### src/rtl/alu_seq_acc_if.sv
// Operand/op handshake and result/flag bus for alu_seq_acc.
// The slave modport is the ALU side; the master modport is the requester.
interface alu_seq_acc_if #(
  parameter int WIDTH = 4
);
  logic               in_valid;
  logic               in_ready;
  logic [3:0]         op;
  logic [WIDTH-1:0]   a;
  logic [WIDTH-1:0]   b;
  logic               use_acc;
  logic               out_valid;
  logic [2*WIDTH-1:0] result;
  logic [WIDTH-1:0]   acc;
  logic               flag_c;
  logic               flag_v;
  logic               flag_z;
  logic               flag_n;
  logic               flag_err;

  modport master (
    output in_valid, op, a, b, use_acc,
    input  in_ready, out_valid, result, acc,
    input  flag_c, flag_v, flag_z, flag_n, flag_err
  );

  modport slave (
    input  in_valid, op, a, b, use_acc,
    output in_ready, out_valid, result, acc,
    output flag_c, flag_v, flag_z, flag_n, flag_err
  );
endinterface

### src/rtl/alu_seq_acc.sv
// Sequential WIDTH-bit ALU with accumulator, status flags and an iterative
// shift-add unsigned multiplier; every result is registered.
module alu_seq_acc #(
  parameter int WIDTH = 4
) (
  input logic         clk,
  input logic         rst_n,
  alu_seq_acc_if.slave bus
);
  localparam int CNT_W = $clog2(WIDTH + 1);

  typedef enum logic {S_IDLE, S_MUL} state_e;

  typedef enum logic [3:0] {
    OP_ADD = 4'h0, OP_SUB = 4'h1, OP_AND = 4'h2, OP_OR  = 4'h3,
    OP_XOR = 4'h4, OP_NOT = 4'h5, OP_SHL = 4'h6, OP_SHR = 4'h7,
    OP_MUL = 4'h8, OP_CLR = 4'h9
  } op_e;

  state_e             state_q, state_d;
  logic [2*WIDTH-1:0] result_q, result_d;
  logic [WIDTH-1:0]   acc_q, acc_d;
  logic               c_q, c_d, v_q, v_d, z_q, z_d, n_q, n_d, err_q, err_d;
  logic               out_valid_q, out_valid_d;
  logic [CNT_W-1:0]   cnt_q, cnt_d;
  logic [2*WIDTH-1:0] mcand_q, mcand_d;
  logic [WIDTH-1:0]   mplier_q, mplier_d;
  logic [2*WIDTH-1:0] psum_q, psum_d;

  logic               in_ready;
  logic               accept;
  logic [WIDTH-1:0]   op_a;
  logic [WIDTH:0]     sum_w;
  logic [WIDTH:0]     dif_w;
  logic [WIDTH-1:0]   alu_res;
  logic               alu_c;
  logic               alu_v;
  logic               alu_legal;
  logic [2*WIDTH-1:0] psum_nxt;
  logic [CNT_W-1:0]   cnt_nxt;
  logic               mul_last;

  // State register
  always_ff @(posedge clk or negedge rst_n) begin
    if (!rst_n) begin
      state_q <= S_IDLE;
    end else begin
      state_q <= state_d;
    end
  end

  // Next-state logic
  always_comb begin
    state_d = state_q;
    case (state_q)
      S_IDLE:  if (accept && bus.op == OP_MUL) state_d = S_MUL;
      S_MUL:   if (mul_last) state_d = S_IDLE;
      default: state_d = S_IDLE;
    endcase
  end

  // Output logic
  always_comb begin
    in_ready     = (state_q == S_IDLE);
    bus.in_ready = in_ready;
    bus.out_valid = out_valid_q;
    bus.result   = result_q;
    bus.acc      = acc_q;
    bus.flag_c   = c_q;
    bus.flag_v   = v_q;
    bus.flag_z   = z_q;
    bus.flag_n   = n_q;
    bus.flag_err = err_q;
  end

  assign accept = bus.in_valid & in_ready;

  // Single-cycle operation unit
  always_comb begin
    op_a      = bus.use_acc ? acc_q : bus.a;
    sum_w     = {1'b0, op_a} + {1'b0, bus.b};
    dif_w     = {1'b0, op_a} - {1'b0, bus.b};
    alu_res   = '0;
    alu_c     = 1'b0;
    alu_v     = 1'b0;
    alu_legal = 1'b1;
    case (bus.op)
      OP_ADD: begin
        alu_res = sum_w[WIDTH-1:0];
        alu_c   = sum_w[WIDTH];
        alu_v   = (op_a[WIDTH-1] == bus.b[WIDTH-1]) && (alu_res[WIDTH-1] != op_a[WIDTH-1]);
      end
      OP_SUB: begin
        alu_res = dif_w[WIDTH-1:0];
        alu_c   = dif_w[WIDTH];
        alu_v   = (op_a[WIDTH-1] != bus.b[WIDTH-1]) && (alu_res[WIDTH-1] != op_a[WIDTH-1]);
      end
      OP_AND: alu_res = op_a & bus.b;
      OP_OR:  alu_res = op_a | bus.b;
      OP_XOR: alu_res = op_a ^ bus.b;
      OP_NOT: alu_res = ~op_a;
      OP_SHL: begin
        alu_res = {op_a[WIDTH-2:0], 1'b0};
        alu_c   = op_a[WIDTH-1];
      end
      OP_SHR: begin
        alu_res = {1'b0, op_a[WIDTH-1:1]};
        alu_c   = op_a[0];
      end
      OP_MUL: alu_res = '0;
      OP_CLR: alu_res = '0;
      default: alu_legal = 1'b0;
    endcase
  end

  // One shift-add partial product per cycle; the WIDTH-th step completes
  assign psum_nxt = psum_q + (mplier_q[0] ? mcand_q : '0);
  assign cnt_nxt  = cnt_q + CNT_W'(1);
  assign mul_last = (state_q == S_MUL) && (cnt_nxt == CNT_W'(WIDTH));

  always_comb begin
    result_d    = result_q;
    acc_d       = acc_q;
    c_d         = c_q;
    v_d         = v_q;
    z_d         = z_q;
    n_d         = n_q;
    err_d       = err_q;
    out_valid_d = 1'b0;
    cnt_d       = cnt_q;
    mcand_d     = mcand_q;
    mplier_d    = mplier_q;
    psum_d      = psum_q;
    if (accept) begin
      if (bus.op == OP_MUL) begin
        mcand_d  = {{WIDTH{1'b0}}, op_a};
        mplier_d = bus.b;
        psum_d   = '0;
        cnt_d    = '0;
      end else if (alu_legal) begin
        result_d    = {{WIDTH{1'b0}}, alu_res};
        acc_d       = alu_res;
        c_d         = alu_c;
        v_d         = alu_v;
        z_d         = (alu_res == '0);
        n_d         = alu_res[WIDTH-1];
        err_d       = 1'b0;
        out_valid_d = 1'b1;
      end else begin
        result_d    = '0;
        c_d         = 1'b0;
        v_d         = 1'b0;
        z_d         = 1'b0;
        n_d         = 1'b0;
        err_d       = 1'b1;
        out_valid_d = 1'b1;
      end
    end else if (state_q == S_MUL) begin
      mcand_d  = mcand_q << 1;
      mplier_d = mplier_q >> 1;
      psum_d   = psum_nxt;
      cnt_d    = cnt_nxt;
      if (mul_last) begin
        result_d    = psum_nxt;
        acc_d       = psum_nxt[WIDTH-1:0];
        c_d         = 1'b0;
        v_d         = 1'b0;
        z_d         = (psum_nxt == '0);
        n_d         = psum_nxt[2*WIDTH-1];
        err_d       = 1'b0;
        out_valid_d = 1'b1;
      end
    end
  end

  always_ff @(posedge clk or negedge rst_n) begin
    if (!rst_n) begin
      result_q    <= '0;
      acc_q       <= '0;
      c_q         <= 1'b0;
      v_q         <= 1'b0;
      z_q         <= 1'b0;
      n_q         <= 1'b0;
      err_q       <= 1'b0;
      out_valid_q <= 1'b0;
      cnt_q       <= '0;
      mcand_q     <= '0;
      mplier_q    <= '0;
      psum_q      <= '0;
    end else begin
      result_q    <= result_d;
      acc_q       <= acc_d;
      c_q         <= c_d;
      v_q         <= v_d;
      z_q         <= z_d;
      n_q         <= n_d;
      err_q       <= err_d;
      out_valid_q <= out_valid_d;
      cnt_q       <= cnt_d;
      mcand_q     <= mcand_d;
      mplier_q    <= mplier_d;
      psum_q      <= psum_d;
    end
  end
endmodule

### src/flat_wrapper.sv
// flat-port wrapper written by rule: the top's interface ports become plain ports
module alu_seq_acc_flat 
#(
  parameter int WIDTH = 4
)
  (clk, rst_n, bus_in_valid, bus_op, bus_a, bus_b, bus_use_acc, bus_in_ready, bus_out_valid, bus_result, bus_acc, bus_flag_c, bus_flag_v, bus_flag_z, bus_flag_n, bus_flag_err);
  alu_seq_acc_if #(.WIDTH(WIDTH)) bus_i ();
  input logic clk;
  input logic rst_n;
  input wire logic [$bits(bus_i.in_valid)-1:0] bus_in_valid;
  input wire logic [$bits(bus_i.op)-1:0] bus_op;
  input wire logic [$bits(bus_i.a)-1:0] bus_a;
  input wire logic [$bits(bus_i.b)-1:0] bus_b;
  input wire logic [$bits(bus_i.use_acc)-1:0] bus_use_acc;
  output wire logic [$bits(bus_i.in_ready)-1:0] bus_in_ready;
  output wire logic [$bits(bus_i.out_valid)-1:0] bus_out_valid;
  output wire logic [$bits(bus_i.result)-1:0] bus_result;
  output wire logic [$bits(bus_i.acc)-1:0] bus_acc;
  output wire logic [$bits(bus_i.flag_c)-1:0] bus_flag_c;
  output wire logic [$bits(bus_i.flag_v)-1:0] bus_flag_v;
  output wire logic [$bits(bus_i.flag_z)-1:0] bus_flag_z;
  output wire logic [$bits(bus_i.flag_n)-1:0] bus_flag_n;
  output wire logic [$bits(bus_i.flag_err)-1:0] bus_flag_err;
  assign bus_i.in_valid = bus_in_valid;
  assign bus_i.op = bus_op;
  assign bus_i.a = bus_a;
  assign bus_i.b = bus_b;
  assign bus_i.use_acc = bus_use_acc;
  assign bus_in_ready = bus_i.in_ready;
  assign bus_out_valid = bus_i.out_valid;
  assign bus_result = bus_i.result;
  assign bus_acc = bus_i.acc;
  assign bus_flag_c = bus_i.flag_c;
  assign bus_flag_v = bus_i.flag_v;
  assign bus_flag_z = bus_i.flag_z;
  assign bus_flag_n = bus_i.flag_n;
  assign bus_flag_err = bus_i.flag_err;
  alu_seq_acc #(.WIDTH(WIDTH)) u_core (.clk(clk), .rst_n(rst_n), .bus(bus_i));
endmodule
### config.mk
export PLATFORM = sky130hd
export DESIGN_NAME = alu_seq_acc_flat
export DESIGN_NICKNAME = d
export VERILOG_FILES = /design/src/rtl/alu_seq_acc_if.sv /design/src/rtl/alu_seq_acc.sv /design/src/flat_wrapper.sv
export SDC_FILE = /design/constraint.sdc
export NUM_CORES = 1
export LEC_CHECK = 0
export ABC_AREA = 1
export CORE_MARGIN = 3
export CORE_UTILIZATION = 57
export DETAILED_ROUTE_END_ITERATION = 7
export PLACE_DENSITY = 0.8
export RECOVER_POWER = 100
export SKIP_CTS_REPAIR_TIMING = 1
export SYNTH_ARGS = -nofsm -noshare
export SYNTH_HDL_FRONTEND = slang
export SYNTH_SLANG_ARGS = --single-unit
### constraint.sdc
create_clock -name clk -period 2.57 [get_ports clk]
set_clock_uncertainty 0.2 [all_clocks]
set_input_delay 0.3855 -clock clk [delete_from_list [all_inputs] [get_ports clk]]
set_output_delay 0.3855 -clock clk [all_outputs]
set_load 0.005 [all_outputs]
==> metrics.txt, run 1 <==
area grow syn2layout 23.46%; H-tree depth 2; Synth Area in Simple Gates 0.3235; Worst Reg-to-Reg Cells 14; post-synthesis compound-gate area fraction 0.1060; Fin Setup TNS 0 ps; core area approximately 0.005 mm2; die span in x about 80 um; Worst setup SP type flop; Die ar. 0.006165 mm2; FFs w/ async S/R, synth 1.000; # IOs 35; syn avg cell area 7.087 um2; port buffer count 34; final non-filler cell total 555; worst r2r dst u_core.bus.acc[2]; sequential area share after synthesis 0.3506; placed insts 545; setup slack, reg-to-reg 100 ps; Worst Tran Pin Value between 1000 and 1500 ps; Synth Net Count ~470; Area contributors post-synth dfrtp_1, nand2_1, ha_1; CTS tree yes; Placer Congestion about 1.1; Overflow after GRT 0; slowest CP cell dfrtp_1; die height between 70 and 80 um; CP Class flop to flop; Seq cells post-synth 42; Max Cap Viol 0; site row count 25; Mapped Cells about 420; crit-path most repeated cell nand2_1; Crit. End Element flop; cell family with most CP delay simple AND/OR/NAND/NOR gates; Lkg Pwr a little over 2 nW; largest family of logic cells by synthesized area simple AND/OR/NAND/NOR gates; worst min-delay path class flop to flop; first-pass GRT wire length around 13000 um; power density over cell area between 900 and 1000 mW/mm2; Cell Chain, Critical Path inv_1, nand2_1, nand2_1, ha_1, inv_1, fa_2, nand2_1, nand2_1, nand2_1, nand2_1, nor2_1, nand2_1, o211ai_1, o21ai_1; Final nets 529; RR Startpoint u_core.bus.acc[0]; drc violations 0; number of synthesized flops with an enable pin 0; Final Core Density 0.7536; post-DP HPWL between 6000 and 7000 um; Synth Area in XOR/XNOR 0.01169; largest net degree at the start of global routing 26; Ys Warns 0; Hold Vio Cnt, Final 0; Cell Area, Synth 0.002998 mm2; critical path fanouts, max 3; Final period util 0.9593; Synth Area in Adders 0.1160; Via-to-Cell Ratio 5.387; Clk Latency, worst-skew pair 310 ps; Routed WL per cell 14.61 um; leading area contributor after synthesis dfrtp_1; Setup Viol. Count Final 0; Initial Utilization 0.6104; WHS Endpoint u_core.bus.result[1]; worst vdd ir 0.4889 mV; vias in the first global route 2884; clock root cell clkbuf_8; Vias 2990; Critical Path AT approximately 2500 ps; CP peak stage delay slightly above 400 ps; Inserted Diodes 0; Worst Hold Depth 2; Total GRT Usage 0.2793; minimum clock period ~2500 ps; CTS clk-pin slew, worst paths 100 ps; top cell type's share of synthesized area 0.3506; Worst Path Buf+Inv 2; top-count cell post-synth nand2_1; WP depth 14; f_max slightly above 400 MHz; final antenna-violating net count 0; Pre-antenna DRT Iters 5; initial antenna violation count 0; clk sinks 42; Synth top cells by count nand2_1, inv_1, dfrtp_1; portion of netlist area occupied by mux cells 0; fin. max-slew vios 0; Distinct cells, synth 34; max_slew headroom 0.1086; WL final approximately 8100 um; Top FF cell, synth dfrtp_1; Detailed Route Iter0 Violations roughly 210; Filler cells 409; share of layout cells above drive strength 1 0.1291; Req. time, crit path ~2600 ps; CTS Buffer Depth 2; CTS Buf Count 5; outcome complete, no violations; Hold Startpoint u_core.bus.result[1]
==> report_power, final <==
group	internal [mW]	switching, mW
sequential	0.932	0.183
combinational	0.797	1.19
clock	0.203	0.262
total	1.93	1.63
==> metrics by stage <==
stage	hold slack, ps	worst slack, ps	area (um2)	power [mW]
finish	280.2	104.7	3701	3.564
global route	317.6	-21.14	3701	3.891
CTS	-134.1	-356.1	3687	3.599
detailed placement	201.8	-687.2	3590	3.111
global placement	199.3	-616.6	3590	3.050
floorplan	-110.1	280.7	2998	2.381
==> cell type report <==
| class | instances | area, um2 | area share |
|---|---|---|---|
| Clock buffer | 5 | 68.82 | 0.01859 |
| Clock inverter | 3 | 28.78 | 0.007776 |
| Inverter | 57 | 215.2 | 0.05815 |
| Multi-Input combinational cell | 314 | 1673 | 0.4520 |
| Sequential cell | 42 | 1052 | 0.2843 |
| Tap cell | 67 | 83.83 | 0.02265 |
| Timing Repair Buffer | 67 | 579.3 | 0.1565 |
==> tightest hold or removal path: stages, from the launching register on <==
cell and delay [ps]:
dfrtp_1 350, nand2_1 50, nand2_1 50
==> worst max-delay path by stage <==
stage                       from           endpoint  slack (ps)
4_1_cts              bus_use_acc  u_core.bus.acc[2]        -360
5_1_grt        u_core.bus.acc[0]  u_core.bus.acc[2]         -20
3_3_place_gp         bus_use_acc  u_core.bus.acc[2]        -620
2_1_floorplan        bus_use_acc  u_core.bus.acc[2]         280
6_report       u_core.bus.acc[0]  u_core.bus.acc[2]         100
3_5_place_dp         bus_use_acc  u_core.bus.acc[2]        -690
==> registers in the layout (all words and copies together), names as in the netlist <==
register and cells:
u_core.mcand_q 8, u_core.bus.flag_c 1, u_core.cnt_q 3, u_core.mplier_q 4, u_core.bus.result 8, u_core.bus.flag_z 1
u_core.bus.flag_err 1, u_core.psum_q 8, u_core.bus.acc 4, u_core.bus.flag_n 1, u_core.state_q 1, u_core.bus.out_valid 1
u_core.bus.flag_v 1
==> cell families after synthesis <==
logic type | after synthesis
AOI/OAI and AO/OA | 54
xor gates and xnor gates | 4
adders and majority gates | 26
buffers and inverters | 67
DFF | 42
and+or+nand+nor | 230
==> layer usage <==
layer  global-route usage  part of all wire
met1               0.3490              0.44
met2               0.4805              0.49
met3              0.04817             0.047
met4               0.1049             0.022
met5                    0                 0
==> placed cells by master (no fill, tap or decap), types with 2 or more instances in the layout <==
master / count
a21oi_1: 10
a31oi_1: 5
buf_4: 28
clkbuf_1: 3
clkbuf_2: 2
clkbuf_8: 5
clkdlybuf4s50_1: 11
dfrtp_1: 41
dlygate4sd3_1: 20
dlymetal6s2s_1: 3
fa_2: 2
ha_1: 22
inv_1: 48
inv_2: 8
nand2_1: 143
nand2_2: 4
nand3_1: 39
nand4_1: 4
nor2_1: 34
o211ai_1: 4
o21ai_0: 20
o21ai_1: 4
o21ai_2: 2
o22ai_1: 4
o31ai_1: 2
xor2_1: 3
No activity file was read; power rests on OpenSTA's default activity.
==> run 2: changes to the inputs <==
--- a/config.mk
+++ b/config.mk
@@ -7,11 +7,13 @@
 export LEC_CHECK = 0
 export ABC_AREA = 1
 export CORE_MARGIN = 3
-export CORE_UTILIZATION = 57
+export CORE_UTILIZATION = 60
 export DETAILED_ROUTE_END_ITERATION = 7
-export PLACE_DENSITY = 0.8
+export DONT_BUFFER_PORTS = 1
+export PLACE_DENSITY = 0.75
 export RECOVER_POWER = 100
 export SKIP_CTS_REPAIR_TIMING = 1
+export SLEW_MARGIN = 20
 export SYNTH_ARGS = -nofsm -noshare
 export SYNTH_HDL_FRONTEND = slang
 export SYNTH_SLANG_ARGS = --single-unit
==> run 2 against run 1 <==
  * Flip-flop and latch count is the same
  * Hold slack lost 230 ps
  * First-iteration DRC count shrank 11%
  * Clock-buffer cell count grew 1
  * Sequential power is essentially flat
  * Core utilization shrank 9.4 points
  * Highest routed layer unchanged
  * Total power shrank 10%
  * Critical path depth shrank 1
  * Clock power shrank 11%
  * Cell count shrank 10%
==> metrics.txt, run 2 (synthesis gave the netlist of run 1 again) <==
CTS clk-pin slew, worst paths 80 ps (-20 ps); footprint of the multi-input gates 0.001665 mm2 (-0.45%); DP Worst Slack 11.24 ps (+698.4 ps); Sw Ratio 0.4707 (+0.01281); Lkg Pwr 1.755 nW (-15%); Crit. End Element flop; Placer Congestion 1.004 (-4.4%); Seq. cell area 0.001051 mm2 (-0.12%); commonest non-fill, non-tap cell in the layout nand2_1; Total GRT Usage 0.2708 (-0.008429); port buffer count 0 (-100%); Worst Slack Setup Final 212.6 ps (+107.9 ps); worst vdd ir 0.4508 mV (-7.8%); dpl cell area 0.003067 mm2 (-15%); Detailed Route Iter0 Violations 190 (-11%); CP peak stage delay 450 ps (+40 ps); CTS Buf Count 5 (unchanged); Final nets 471 (-11%); Hold WS 48.02 ps (-232.1 ps); Filler cells 454 (+11%); drc violations 0 (unchanged); die height 76.69 um (-2.3%); Vias 2715 (-9.2%); Worst setup SP type flop; outcome complete, no violations; Overflow after GRT 0 (unchanged); clk sinks 42 (unchanged); Max Cap Viol 0 (unchanged); Int Pwr 1.689 mW (-13%); Final period util 0.9173 (-0.04197); Inserted Diodes 0 (unchanged); CTS tree yes; Critical Path AT 2390 ps (-60 ps); NetSw 1.502 mW (-8.0%); # IOs 35 (unchanged); Hold Vio Cnt, Final 0 (unchanged); CP Launch Point u_core.mplier_q[0]; Clk Latency, worst-skew pair 290 ps (-20 ps); RR Startpoint u_core.mplier_q[0]; WL final 7479 um (-7.7%); area grow syn2layout 5.384%; Initial Utilization 0.6264 (+0.01596); Cell Chain, Critical Path nand2_1, inv_1, ha_1, fa_1, inv_1, nand2_1, nor3_1, nand3_1, nor2_1, nand3_1, nand2_1, nand2_1, nand2_1; largest net degree at the start of global routing 43 (+65%); vias in the first global route 2704 (-6.2%); share of layout cells above drive strength 1 0.06977 (-0.05933); most frequent cells in the layout nand2_1, inv_1, dfrtp_1; first-pass GRT wire length 12870 um (-4.3%); site row count 25 (unchanged); Fin Setup TNS 0 ps (unchanged); fin. max-slew vios 0 (unchanged); Setup Viol. Count Final 0 (unchanged); post-route design area 0.003159 mm2 (-15%); Pre-antenna DRT Iters 4 (-1); Comb pwr share 0.511 (-0.046); H-tree depth 2 (unchanged); slowest CP cell fa_1; Req. time, crit path 2600 ps (+40 ps); cell family with most CP delay simple AND/OR/NAND/NOR gates; Routed WL per cell 15.05 um (+3.0%); Via-to-Cell Ratio 5.463 (+1.4%); final antenna-violating net count 0 (unchanged); CP Class flop to flop; Worst Path Buf+Inv 2 (unchanged); clock share of power 0.129 (-0.002); power density over cell area 1010 mW/mm2 (+4.9%); post-DP HPWL 5895 um (-9.1%); Reg power frac 0.360 (+0.047); Hold Startpoint bus_b[2]; core area 0.004786 mm2 (-2.5%); crit-path most repeated cell nand2_1; max_slew headroom 0.3238 (+0.2152); minimum clock period 2357 ps (-107.9 ps); CTS Buffer Depth 2 (unchanged); initial antenna violation count 0 (unchanged); f_max 424.2 MHz (+4.6%); critical path fanouts, max 5 (+2); worst min-delay path class primary input to flop; clock root cell clkbuf_8; Die ar. 0.005881 mm2 (-4.6%); die span in x 76.69 um (-2.3%); unrepaired setup endpoints after global routing no; Worst Tran Pin Value 1014 ps (-322.8 ps)
## run 2: changes by cell type in the layout (fill, tap and decap cells not counted), moves of 3 or more
cell,before,now
inv_2,8,4
dlygate4sd3_1,20,1
clkdlybuf4s50_1,11,0
buf_4,28,4
dlymetal6s2s_1,3,0
inv_1,48,52
## run 2: layer usage
layer,vias to the layer above,track usage,share of wire
met4,0,0.08333,0.014
met2,72,0.4608,0.50
met3,10,0.04695,0.052
met5,-,0,0
li1,1357,-,-
met1,1276,0.3516,0.43
## run 2: power by group through the flow
stage	Sequential [mW]	Clock, mW	Combinational, mW
3_3_place_gp	1.15	0	1.58
3_5_place_dp	1.16	0	1.63
2_1_floorplan	1.08	0	1.30
4_1_cts	1.15	0.423	1.64
5_1_grt	1.18	0.453	1.88
6_report	1.15	0.413	1.63
## run 2: layout make-up
| class | instances | share of cell area |
|---|---|---|
| clock buffers | 6 | 0.02297 |
| multi-input cells | 314 | 0.5271 |
| flip-flops and latches | 42 | 0.3327 |
| well taps | 67 | 0.02653 |
| inverters | 57 | 0.06812 |
| clock inverters | 2 | 0.004356 |
| repair buffers | 9 | 0.01822 |
## run 2: per-stage QoR
stage / utilization / total power [mW] / cells
3_5_place_dp: 0.6408 / 2.788 / 486
2_1_floorplan: - / 2.381 / 423
6_report: 0.6601 / 3.191 / 497
3_3_place_gp: 0.6408 / 2.729 / 486
4_1_cts: 0.6588 / 3.213 / 494
5_1_grt: 0.6601 / 3.512 / 497
## run 2: path summary, 6_finish.rpt
path	depth (start not counted)	slack, ps	end
max	13	210	u_core.bus.flag_z
min	2	50	u_core.mplier_q[2]
max reg2reg	13	210	u_core.bus.flag_z
min in group asynchronous	2	610	u_core.mplier_q[0]
min reg2reg	1	320	u_core.cnt_q[0]
max in group asynchronous	2	930	u_core.bus.result[7]
## run 2: worst register-to-register path: cells and delay by family, from the launching register on
kind                     cells  cell delay, ps
AND/OR/NAND/NOR              9             880
adder cells (fa/ha/maj)      2             650
buffers and inverters        2             120
flip-flops                   1             440
==> run 3: changes to the inputs <==
--- a/config.mk
+++ b/config.mk
@@ -7,10 +7,10 @@
 export LEC_CHECK = 0
 export ABC_AREA = 1
 export CORE_MARGIN = 3
-export CORE_UTILIZATION = 60
+export CORE_UTILIZATION = 61
 export DETAILED_ROUTE_END_ITERATION = 7
 export DONT_BUFFER_PORTS = 1
-export PLACE_DENSITY = 0.75
+export PLACE_DENSITY = 0.76
 export RECOVER_POWER = 100
 export SKIP_CTS_REPAIR_TIMING = 1
 export SLEW_MARGIN = 20
==> constraint.sdc (replaced) <==
create_clock -name clk -period 2.9 [get_ports clk]
set_clock_uncertainty 0.2 [all_clocks]
set_input_delay 0.435 -clock clk [delete_from_list [all_inputs] [get_ports clk]]
set_output_delay 0.435 -clock clk [all_outputs]
set_load 0.005 [all_outputs]
==> run 3 against run 2 <==
  * Cell count fell by 1.2%
  * Total power down 12%
  * Worst setup slack improved by 230 ps
  * Global-route usage fell by 0.92 points
  * Clock-buffer cell count is the same
  * Die area shrank 1.5%
  * Critical path depth grew 2
  * Maximum frequency shrank 4.0%
  * Non-clock buffer count shrank 4
  * Via count rose by 0.15%
  * Core utilization is 3.2 points higher
  * Critical path type unchanged
  * Critical endpoint unchanged
  * Highest routed layer unchanged
==> metrics.txt, run 3 (synthesis gave the netlist of run 1 again) <==
die height 76.11 um (-0.76%); cell family with most CP delay simple AND/OR/NAND/NOR gates; Sw Ratio 0.4706 (about the same); Pre-antenna DRT Iters 5 (+1); drc violations 0 (unchanged); Inserted Diodes 0 (unchanged); Routed WL per cell 14.72 um (-2.2%); Hold WS 98.09 ps (+50.06 ps); clk sinks 42 (unchanged); vias in the first global route 2615 (-3.3%); CP peak stage delay 410 ps (-40 ps); Die ar. 0.005792 mm2 (-1.5%); outcome complete, no violations; unrepaired setup endpoints after global routing no; Lkg Pwr 1.744 nW (-0.62%); Placer Congestion 0.9861 (-1.8%); crit-path most repeated cell nand2_1; Comb pwr share 0.503 (-0.008); Initial Utilization 0.6611 (+0.03474); Seq. cell area 0.001051 mm2 (unchanged); Max Cap Viol 0 (unchanged); f_max 407.3 MHz (-4.0%); Filler cells 427 (-5.9%); Int Pwr 1.479 mW (-12%); Req. time, crit path 2940 ps (+340 ps); Cell Chain, Critical Path nand2_1, o21ai_0, ha_1, inv_1, fa_1, xnor2_1, nand2_1, nand2_1, nor2_1, nand2_1, nor2_1, nand3_1, nand2_1, nand2_1, nand2_1; Via-to-Cell Ratio 5.538 (+1.4%); Setup Viol. Count Final 0 (unchanged); critical path fanouts, max 3 (-2); largest net degree at the start of global routing 43 (unchanged); # IOs 35 (unchanged); Worst Path Buf+Inv 1 (-1); slowest CP cell fa_1; worst vdd ir 0.5099 mV (+13%); final non-filler cell total 491 (-1.2%); post-DP HPWL 5547 um (-5.9%); most frequent cells in the layout nand2_1, inv_1, dfrtp_1; CP Class flop to flop; Clk Latency, worst-skew pair 290 ps (about the same); CTS Buffer Depth 2 (unchanged); CTS tree yes; worst min-delay path class primary input to flop; Total GRT Usage 0.2617 (-0.009165); port buffer count 0 (unchanged); Fin Setup TNS 0 ps (unchanged); initial antenna violation count 0 (unchanged); Detailed Route Iter0 Violations 208 (+9.5%); Vias 2719 (+0.15%); clock root cell clkbuf_8; max_slew headroom 0.3106 (-0.01325); Top Metal Used met4; CTS Buf Count 5 (unchanged); Reg power frac 0.366 (+0.006); minimum clock period 2455 ps (+98.08 ps); Final nets 467 (-0.85%); Crit. End Element flop; power density over cell area 889.4 mW/mm2 (-12%); die span in x 76.11 um (-0.76%); M1 WL 3201 um (-0.74%); fin. max-slew vios 0 (unchanged); wire length on met2 3392 um (-9.8%); Hold Vio Cnt, Final 0 (unchanged); Overflow after GRT 0 (unchanged); wire length on met3 402 um (+3.3%); NetSw 1.315 mW (-12%); placed insts 481 (-1.0%); H-tree depth 2 (unchanged); share of layout cells above drive strength 1 0.05634 (-0.01343); Final period util 0.8467 (-0.07056); CTS clk-pin slew, worst paths 80 ps (about the same); area grow syn2layout 4.758%; Critical Path AT 2500 ps (+110 ps); site row count 24 (-4.0%); footprint of the multi-input gates 0.001653 mm2 (-0.75%); final antenna-violating net count 0 (unchanged); WL final 7229 um (-3.3%); clock share of power 0.132 (+0.003); Worst Tran Pin Value 1034 ps (+19.88 ps); core area 0.004534 mm2 (-5.3%); commonest non-fill, non-tap cell in the layout nand2_1; Worst setup SP type flop; first-pass GRT wire length 12310 um (-4.3%)
-- run 3: final timing paths --
check / start / endpoint / slack (ps) / cells past startpoint
worst max-delay path: u_core.bus.acc[0] / u_core.bus.flag_z / 440 / 15
worst min-delay path: bus_b[0] / u_core.mplier_q[0] / 100 / 2
worst max register to register: u_core.bus.acc[0] / u_core.bus.flag_z / 440 / 15
worst min register to register: u_core.cnt_q[0] / u_core.cnt_q[0] / 280 / 1
max in group asynchronous: rst_n / u_core.psum_q[7] / 1850 / 2
min in group asynchronous: rst_n / u_core.mcand_q[3] / 450 / 2
-- run 3: power groups by stage --
stage	logic (mW)	clock network, mW	registers (mW)
CTS	1.40	0.374	1.02
finish	1.40	0.368	1.02
global placement	1.36	0	1.03
global route	1.63	0.395	1.05
detailed placement	1.39	0	1.04
floorplan	1.16	0	0.954
-- run 3: per-layer routing --
metal | vias to the layer above | global-route usage
li1 | 1353 | -
met2 | 88 | 0.4238
met4 | 0 | 0.1069
met1 | 1256 | 0.3402
met3 | 22 | 0.05910
met5 | - | 0
-- run 3: layout make-up --
type	count	share of cell area
multi-input combinational	314	0.5263
sequential	42	0.3347
inverter	57	0.06892
tap	65	0.02590
clock buffer	6	0.02311
timing repair buffer	5	0.01673
clock inverter	2	0.004382
-- run 3: per-stage QoR --
step                      cell area (um2)  worst slack (ps)    util  power (mW)
after floorplan                      2998             561.2       -       2.110
after global placement               3042             321.3  0.6708       2.393
after CTS                            3128             485.0  0.6898       2.804
after detailed placement             3042             316.8  0.6708       2.427
final                                3141             444.5  0.6926       2.793
after global routing                 3141             173.6  0.6926       3.080
